[config.mk]
export PLATFORM = sky130hd
export DESIGN_NAME = xor_stream_cipher_p
export DESIGN_NICKNAME = d
export VERILOG_FILES = /design/src/rtl/xor_cipher_pkg.sv /design/src/rtl/galois_lfsr_p.sv /design/src/rtl/xor_stream_cipher_p.sv
export SDC_FILE = /design/constraint.sdc
export NUM_CORES = 1
export LEC_CHECK = 0
export CAP_MARGIN = 10
export CORE_MARGIN = 1.5
export CORE_UTILIZATION = 35
export CTS_BUF_LIST = sky130_fd_sc_hd__clkbuf_16
export CTS_CLUSTER_DIAMETER = 50
export DETAILED_ROUTE_END_ITERATION = 8
export SYNTH_ARGS = -nofsm -noshare
export SYNTH_HDL_FRONTEND = slang
export SYNTH_SLANG_ARGS = --single-unit
[constraint.sdc]
create_clock -name clk -period 7.7 [get_ports clk]
set_input_delay 1.54 -clock clk [delete_from_list [all_inputs] [get_ports clk]]
set_output_delay 1.54 -clock clk [all_outputs]
set_load 0.005 [all_outputs]
[src/rtl/xor_cipher_pkg.sv]
// Shared definitions for the parametrised XOR stream cipher.
// The config register layout is derived from the LFSR width:
//   [2W+1] ksel    1 = use the external key bit instead of the LFSR
//   [2W]   bypass  1 = pass plaintext straight through
//   [2W-1:W] seed  LFSR reload value
//   [W-1:0]  taps  Galois feedback mask
package xor_cipher_pkg;

  function automatic int cfg_w(input int w);
    return 2 * w + 2;
  endfunction

  function automatic int ksel_bit(input int w);
    return 2 * w + 1;
  endfunction

  function automatic int bypass_bit(input int w);
    return 2 * w;
  endfunction

  function automatic int seed_lsb(input int w);
    return w;
  endfunction

  function automatic int taps_lsb(input int w);
    return 0 * w;
  endfunction

endpackage

[src/rtl/galois_lfsr_p.sv]
// Galois LFSR keystream generator with run-time taps.
// Ports:
//   clk, rst  clock, asynchronous active-high reset
//   load      reload the state from seed (zero seed is replaced by 1)
//   seed      reload value
//   advance   take one Galois step
//   taps      feedback mask (zero is legal: plain shift-right)
//   state     current LFSR state
//   k         keystream bit, state[0]
module galois_lfsr_p
  import xor_cipher_pkg::*;
#(
  parameter int               WIDTH    = 32,
  parameter logic [WIDTH-1:0] SEED_RST = WIDTH'(32'h00000001)
) (
  input  logic             clk,
  input  logic             rst,
  input  logic             load,
  input  logic [WIDTH-1:0] seed,
  input  logic             advance,
  input  logic [WIDTH-1:0] taps,
  output logic [WIDTH-1:0] state,
  output logic             k
);

  logic [WIDTH-1:0] state_q;

  // An all-zero state never leaves zero, so a zero seed is forced to 1.
  function automatic logic [WIDTH-1:0] guard_seed(input logic [WIDTH-1:0] s);
    return (s == '0) ? {{(WIDTH-1){1'b0}}, 1'b1} : s;
  endfunction

  function automatic logic [WIDTH-1:0] galois_step(input logic [WIDTH-1:0] s,
                                                   input logic [WIDTH-1:0] t);
    return (s >> 1) ^ (s[0] ? t : '0);
  endfunction

  always_ff @(posedge clk or posedge rst) begin
    if (rst) begin
      state_q <= guard_seed(SEED_RST);
    end else if (load) begin
      state_q <= guard_seed(seed);
    end else if (advance) begin
      state_q <= galois_step(state_q, taps);
    end
  end

  assign state = state_q;
  assign k     = state_q[0];

endmodule

[src/rtl/xor_stream_cipher_p.sv]
// Parametrised bit-serial XOR stream cipher.
// A serial, daisy-chainable config chain loads taps, seed, bypass and ksel;
// the LFSR only steps on accepted bits so the keystream stays aligned with
// the data actually consumed.
// Ports:
//   clk, rst            clock, asynchronous active-high reset
//   data_stream         plaintext bit
//   in_valid/in_ready   input handshake (bit accepted when both high)
//   external_k          external key bit, used when ksel=1
//   e                   ciphertext bit (registered)
//   d                   loopback decrypt e^k (registered)
//   out_valid           e/d valid
//   cfg_en/cfg_i/cfg_o  serial config chain, MSB (ksel) first
//   lfsr_state          current LFSR state (debug)
module xor_stream_cipher_p
  import xor_cipher_pkg::*;
#(
  parameter int               WIDTH    = 32,
  parameter logic [WIDTH-1:0] TAPS_RST = WIDTH'(32'h00000060),
  parameter logic [WIDTH-1:0] SEED_RST = WIDTH'(32'h00000001)
) (
  input  logic             clk,
  input  logic             rst,
  input  logic             data_stream,
  input  logic             in_valid,
  output logic             in_ready,
  input  logic             external_k,
  output logic             e,
  output logic             d,
  output logic             out_valid,
  input  logic             cfg_en,
  input  logic             cfg_i,
  output logic             cfg_o,
  output logic [WIDTH-1:0] lfsr_state
);

  localparam int CFG_W      = cfg_w(WIDTH);
  localparam int KSEL_BIT   = ksel_bit(WIDTH);
  localparam int BYPASS_BIT = bypass_bit(WIDTH);
  localparam int SEED_LSB   = seed_lsb(WIDTH);
  localparam int TAPS_LSB   = taps_lsb(WIDTH);

  localparam logic [CFG_W-1:0] CFG_RST = {1'b0, 1'b0, SEED_RST, TAPS_RST};

  logic [CFG_W-1:0] cfg_q;
  logic             cfg_en_q;
  logic             reload;
  logic             accept;
  logic             ksel;
  logic             bypass;
  logic [WIDTH-1:0] seed;
  logic [WIDTH-1:0] taps;
  logic             lfsr_k;
  logic             k;
  logic             advance;
  logic             e_p1;
  logic             d_p1;
  logic             vld_p1;

  // Config chain: shifts only while cfg_en is high, otherwise holds.
  always_ff @(posedge clk or posedge rst) begin
    if (rst) begin
      cfg_q    <= CFG_RST;
      cfg_en_q <= 1'b0;
    end else begin
      cfg_en_q <= cfg_en;
      if (cfg_en) begin
        cfg_q <= {cfg_q[CFG_W-2:0], cfg_i};
      end
    end
  end

  assign cfg_o  = cfg_q[CFG_W-1];
  assign ksel   = cfg_q[KSEL_BIT];
  assign bypass = cfg_q[BYPASS_BIT];
  assign seed   = cfg_q[SEED_LSB +: WIDTH];
  assign taps   = cfg_q[TAPS_LSB +: WIDTH];

  // Falling edge of cfg_en: the freshly shifted seed is loaded this cycle,
  // so no data may be consumed until the keystream is realigned.
  assign reload   = cfg_en_q && !cfg_en;
  assign in_ready = !cfg_en && !reload;
  assign accept   = in_valid && in_ready;
  assign advance  = accept && !ksel && !bypass;

  galois_lfsr_p #(
    .WIDTH    (WIDTH),
    .SEED_RST (SEED_RST)
  ) u_lfsr (
    .clk     (clk),
    .rst     (rst),
    .load    (reload),
    .seed    (seed),
    .advance (advance),
    .taps    (taps),
    .state   (lfsr_state),
    .k       (lfsr_k)
  );

  assign k = ksel ? external_k : lfsr_k;

  // Stage p1: registered ciphertext and loopback decrypt.
  always_ff @(posedge clk or posedge rst) begin
    if (rst) begin
      e_p1   <= 1'b0;
      d_p1   <= 1'b0;
      vld_p1 <= 1'b0;
    end else begin
      vld_p1 <= accept;
      if (accept) begin
        e_p1 <= bypass ? data_stream : (data_stream ^ k);
        d_p1 <= bypass ? data_stream : ((data_stream ^ k) ^ k);
      end
    end
  end

  assign e         = e_p1;
  assign d         = d_p1;
  assign out_valid = vld_p1;

endmodule

## After elaboration in Yosys (flattened, before gate mapping)

Cells that the tools add are included.

| storage, ports and cells | value |
|---|---|
| bits in registers | 102 |
| bits of input ports | 7 |
| output and inout port bits | 37 |
| logic and storage cells | 27 |

| operators by class | value |
|---|---|
| multiplexer cells | 7 |
| bitwise gates (word level) | 3 |
| reduce and logical (&&, ||, !) cells | 11 |

Operator list:

| kind | number |
|---|---|
| $mux 32 | 4 |
| $logic_not 32->1 | 1 |
| $xor 31x32->32 | 1 |
| $logic_and 1x1->1 | 5 |
| $logic_not 1->1 | 4 |
| $mux 1 | 3 |
| $reduce_bool 2->1 | 1 |
| $xor 1x1->1 | 2 |

## Longest topological paths before layout

| depth | value |
|---|---|
| word-level depth | 9 |
| gate-level depth with buffers | 6 |
| gate-level depth less buffers | 4 |

## Cells and area by module

Synthesis repeated with hierarchy kept, for this count alone.

| unflattened totals | value |
|---|---|
| cell total of the unflattened synthesis | 378 |
| area total of the unflattened synthesis | 4631.9 um^2 |

By module, submodules not included:

| module | instances | cells an instance | area an instance (um^2) | seq. area each (um^2) |
|---|---|---|---|---|
| xor_stream_cipher_p | 1 | 158 | 2640.0 | 1755.4 |
| galois_lfsr_p | 1 | 220 | 1991.9 | 802.0 |

## Worst setup path after synthesis

Ideal clock, no wire load.

| timing | value |
|---|---|
| path type | input to output |
| start point | input cfg_en |
| end point | output in_ready |
| data arrival time | 1788 ps |
| data required time | 6160 ps |
| setup slack | 4372 ps |
| stages | 2 |
| path buffers | 1 |
| cell sequence | buf_6 nor2_1 |

| on the way | value |
|---|---|
| word-level cells in the longest chain between the ends | 4 |

RTL lines:

| item | RTL line | source |
|---|---|---|
| from (decl) | xor_stream_cipher_p.sv:31 | `input logic cfg_en,` |
| $logic_not 1->1 (*) | xor_stream_cipher_p.sv:81, xor_stream_cipher_p.sv:82 |  |
| $logic_and 1x1->1 | xor_stream_cipher_p.sv:81 | `assign reload = cfg_en_q && !cfg_en;` |
| $logic_not 1->1 | xor_stream_cipher_p.sv:82 | `assign in_ready = !cfg_en && !reload;` |
| $logic_and 1x1->1 (*) | xor_stream_cipher_p.sv:82 |  |
| to (decl) | xor_stream_cipher_p.sv:26 | `output logic in_ready,` |

Every way passes the cells marked *; elsewhere a longest branch is shown, timed or not.

## Worst setup path after layout

Ends and elaborated chain as after synthesis.

==> results_dict.tcl <==
set metrics [dict create \
    io_buffers 43 \
    core_area_sq_um 12800 \
    fin_ws_ns 3.18 \
    maxCapViolCount 0 \
    wire_per_inst_um 13.8 \
    post-place-cells 572 \
    drive_gt1_share_pct 22.6 \
    syn-instance-count 377 \
    grt_pass1_vias 2943 \
    grt_pass1_wl_mm 14.4 \
    grtUsageTotal_pct 12.6 \
    status "completed" \
    hold_viol_final 0 \
    via_per_inst 4.75 \
    end_kind "primary output" \
    synth_compound_area_share_pct 4.24 \
    nFillCells 1187 \
    powerDensity_nw_per_um2 326 \
    place_hpwl_mm 5.19 \
    synthAdderAreaFrac_pct 0 \
    use_met3_pct 2.23 \
    drtIter0Drc 138 \
    fmax_mhz 221 \
    cellLeakagePower_nw 2.51 \
    syn_nets 384 \
    antenna_found_initial 0 \
    drc_errors 0 \
    worstPathArrival_ns 2.98 \
    multi_input_area_sq_um 1910 \
    p_total_mw 1.77 \
    synth_mux_area_share_pct 23.0 \
    final_cells 588 \
    nets 418 \
    crit_type "in2out" \
    cts_tree "built" \
    ys_seq_area_share_pct 55.2 \
    skew_ns 0.00715 \
    wl_mm 8.12 \
    grt_busiest_layer "met2" \
    synth_area_leaders "dfrtp_1 53%, mux2_2 16%, mux2i_1 6.7%" \
    holdBufCountCts 0 \
    dpl_worst_slack_ns 3.19 \
    crit_path_cell_trace "buf_2, buf_4, nor2_1, clkdlybuf4s50_1" \
    drv_slew 0 \
    clkSlewWorstSetupHoldPaths_ns 0.06 \
    setup_tns_ns 0 \
    h-tree-depth 3 \
    synth_top_family_by_area "multiplexers" \
    ys_ff_latch 102 \
    holdWs_ns 0.514 \
    rsz0062_at_grt "false" \
    grt.met1_usage_pct 17.1 \
    hold_class "reg2reg" \
    die_width_um 118 \
    yosysUniqueCellTypes 25 \
    yosys.area_share.simple_pct 8.18 \
    insertion_delay_ns 0.34 \
    worstMarginPinSlew_ns 1.08 \
    min_period_over_period_pct 58.7 \
    slowest_stage "buf_4" \
    seqCellArea_sq_um 2560 \
    die_h_um 118 \
    antenna_cells 0 \
    cts_root_buffer "clkbuf_16" \
    syn2layout_area_growth_pct 17.3 \
    setup.worst_path.start_class "input pin" \
    syn_avg_cell_area_sq_um 12.3 \
    ant_nets 0 \
    cts_resized 0 \
    ys_warn_count 0 \
    cts_buffers 9 \
    slew-limit-headroom_pct 28.3 \
    layout_min_cycle_time_ns 4.52 \
    cpPeakStageDelay_ns 0.67 \
    yosysTopAreaCellShare_pct 52.9 \
    ios 44 \
    required_ns 6.16 \
    setup_viol 0 \
    cts_buffer_depth 2 \
    grt_max_degree 76 \
    vdd_ir_drop_max_v 0.000153 \
    grt_util_met2_pct 19.8 \
    die_area_sq_um 13900 \
    synth_top_cell_by_area "dfrtp_1" \
    r2r_slack_ns 5.90 \
    cts_sinks 102 \
    drtPass1Iterations 4 \
    gp_congestion 0.704 \
    cts_setup_buffers 0 \
    initial_core_util_pct 36.3 \
    path_max_fanout 72 \
    vias 2793 \
    final_core_util_pct 42.6 \
    synthXorXnorAreaFrac_pct 5.86 \
    synthesis.area_sq_um 4630 \
    grt-ovfl-total 0 \
    fp-row-count 41 \
    dpl_cell_area_sq_um 5140 \
    final_area_sq_um 5440 \
]
-- layout make-up --
cell class,instances,share of cell area (%)
clock buffers,9,4.14
clock inverters,7,1.22
inverters,2,0.184
multi-input cells,250,35.2
flip-flops and latches,102,47.0
well taps,172,3.96
repair buffers,46,8.24
-- placed cells by master (no fill, tap or decap), types with 2 or more instances in the layout --
master	Yosys	routed
dfrtp_1	98	98
mux2_2	67	67
nand2_1	61	61
clkdlybuf4s50_1	0	42
xnor2_1	31	31
mux2i_1	31	31
o21ai_1	31	31
clkbuf_16	0	9
nor4_1	8	8
a21oi_1	4	4
nor2_1	4	4
dfstp_2	4	4
buf_4	7	3
inv_1	2	2
o21ai_0	2	2
nand4_1	2	2
clkinvlp_4	0	2
-- cell families after synthesis --
group,count (synthesis)
flops,102
mux,98
simple gates,83
compound gates,38
xor+xnor,31
buf+inv,25
-- power breakdown --
part           total, mW  switching [mW]  internal, mW  leakage [nW]
clock network      0.443           0.193         0.250         0.140
logic              0.523           0.193         0.330          1.04
registers          0.808           0.132         0.676          1.33
total               1.77           0.519          1.26          2.51
-- registers in the layout, indices dropped and copies added, names as in the netlist --
name          cells
cfg_en_q          1
u_lfsr.state     32
d                 1
cfg_q            66
e                 1
out_valid         1
-- cell usage after synthesis (all sizes together) --
library cell and n:
and2 1, nor2b 1, dfstp 4, and3 1
nor2 5, buf 23, o21ai 33, nand3 1
mux2 67, nand4 2, nor4 8, nor3b 1
mux2i 31, o221a 1, dfrtp 98, nand2 61
a21oi 4, nor4b 1, nand2b 1, inv 2
xnor2 31
-- final timing paths --
kind,start,endpoint,cells past startpoint
setup / recovery,cfg_en,in_ready,4
hold / removal,d,d,1
setup reg to reg,cfg_en_q,u_lfsr.state[31],4
hold reg to reg,d,d,1
max in group asynchronous,rst,u_lfsr.state[6],3
min in group asynchronous,rst,cfg_q[16],2
-- worst max-delay path: cells and delay by family --
kind / cells / cell delay [ns]
buffers and inverters: 3 / 1.23
and+or+nand+nor: 1 / 0.14
-- routing by layer --
layer  vias to the layer above  wire length (um)
li1                       1371                 -
met1                      1375              4170
met2                        36              3620
met3                        11               182
met4                         0               138
met5                         -                 0
(Power assumes the default switching activity.)
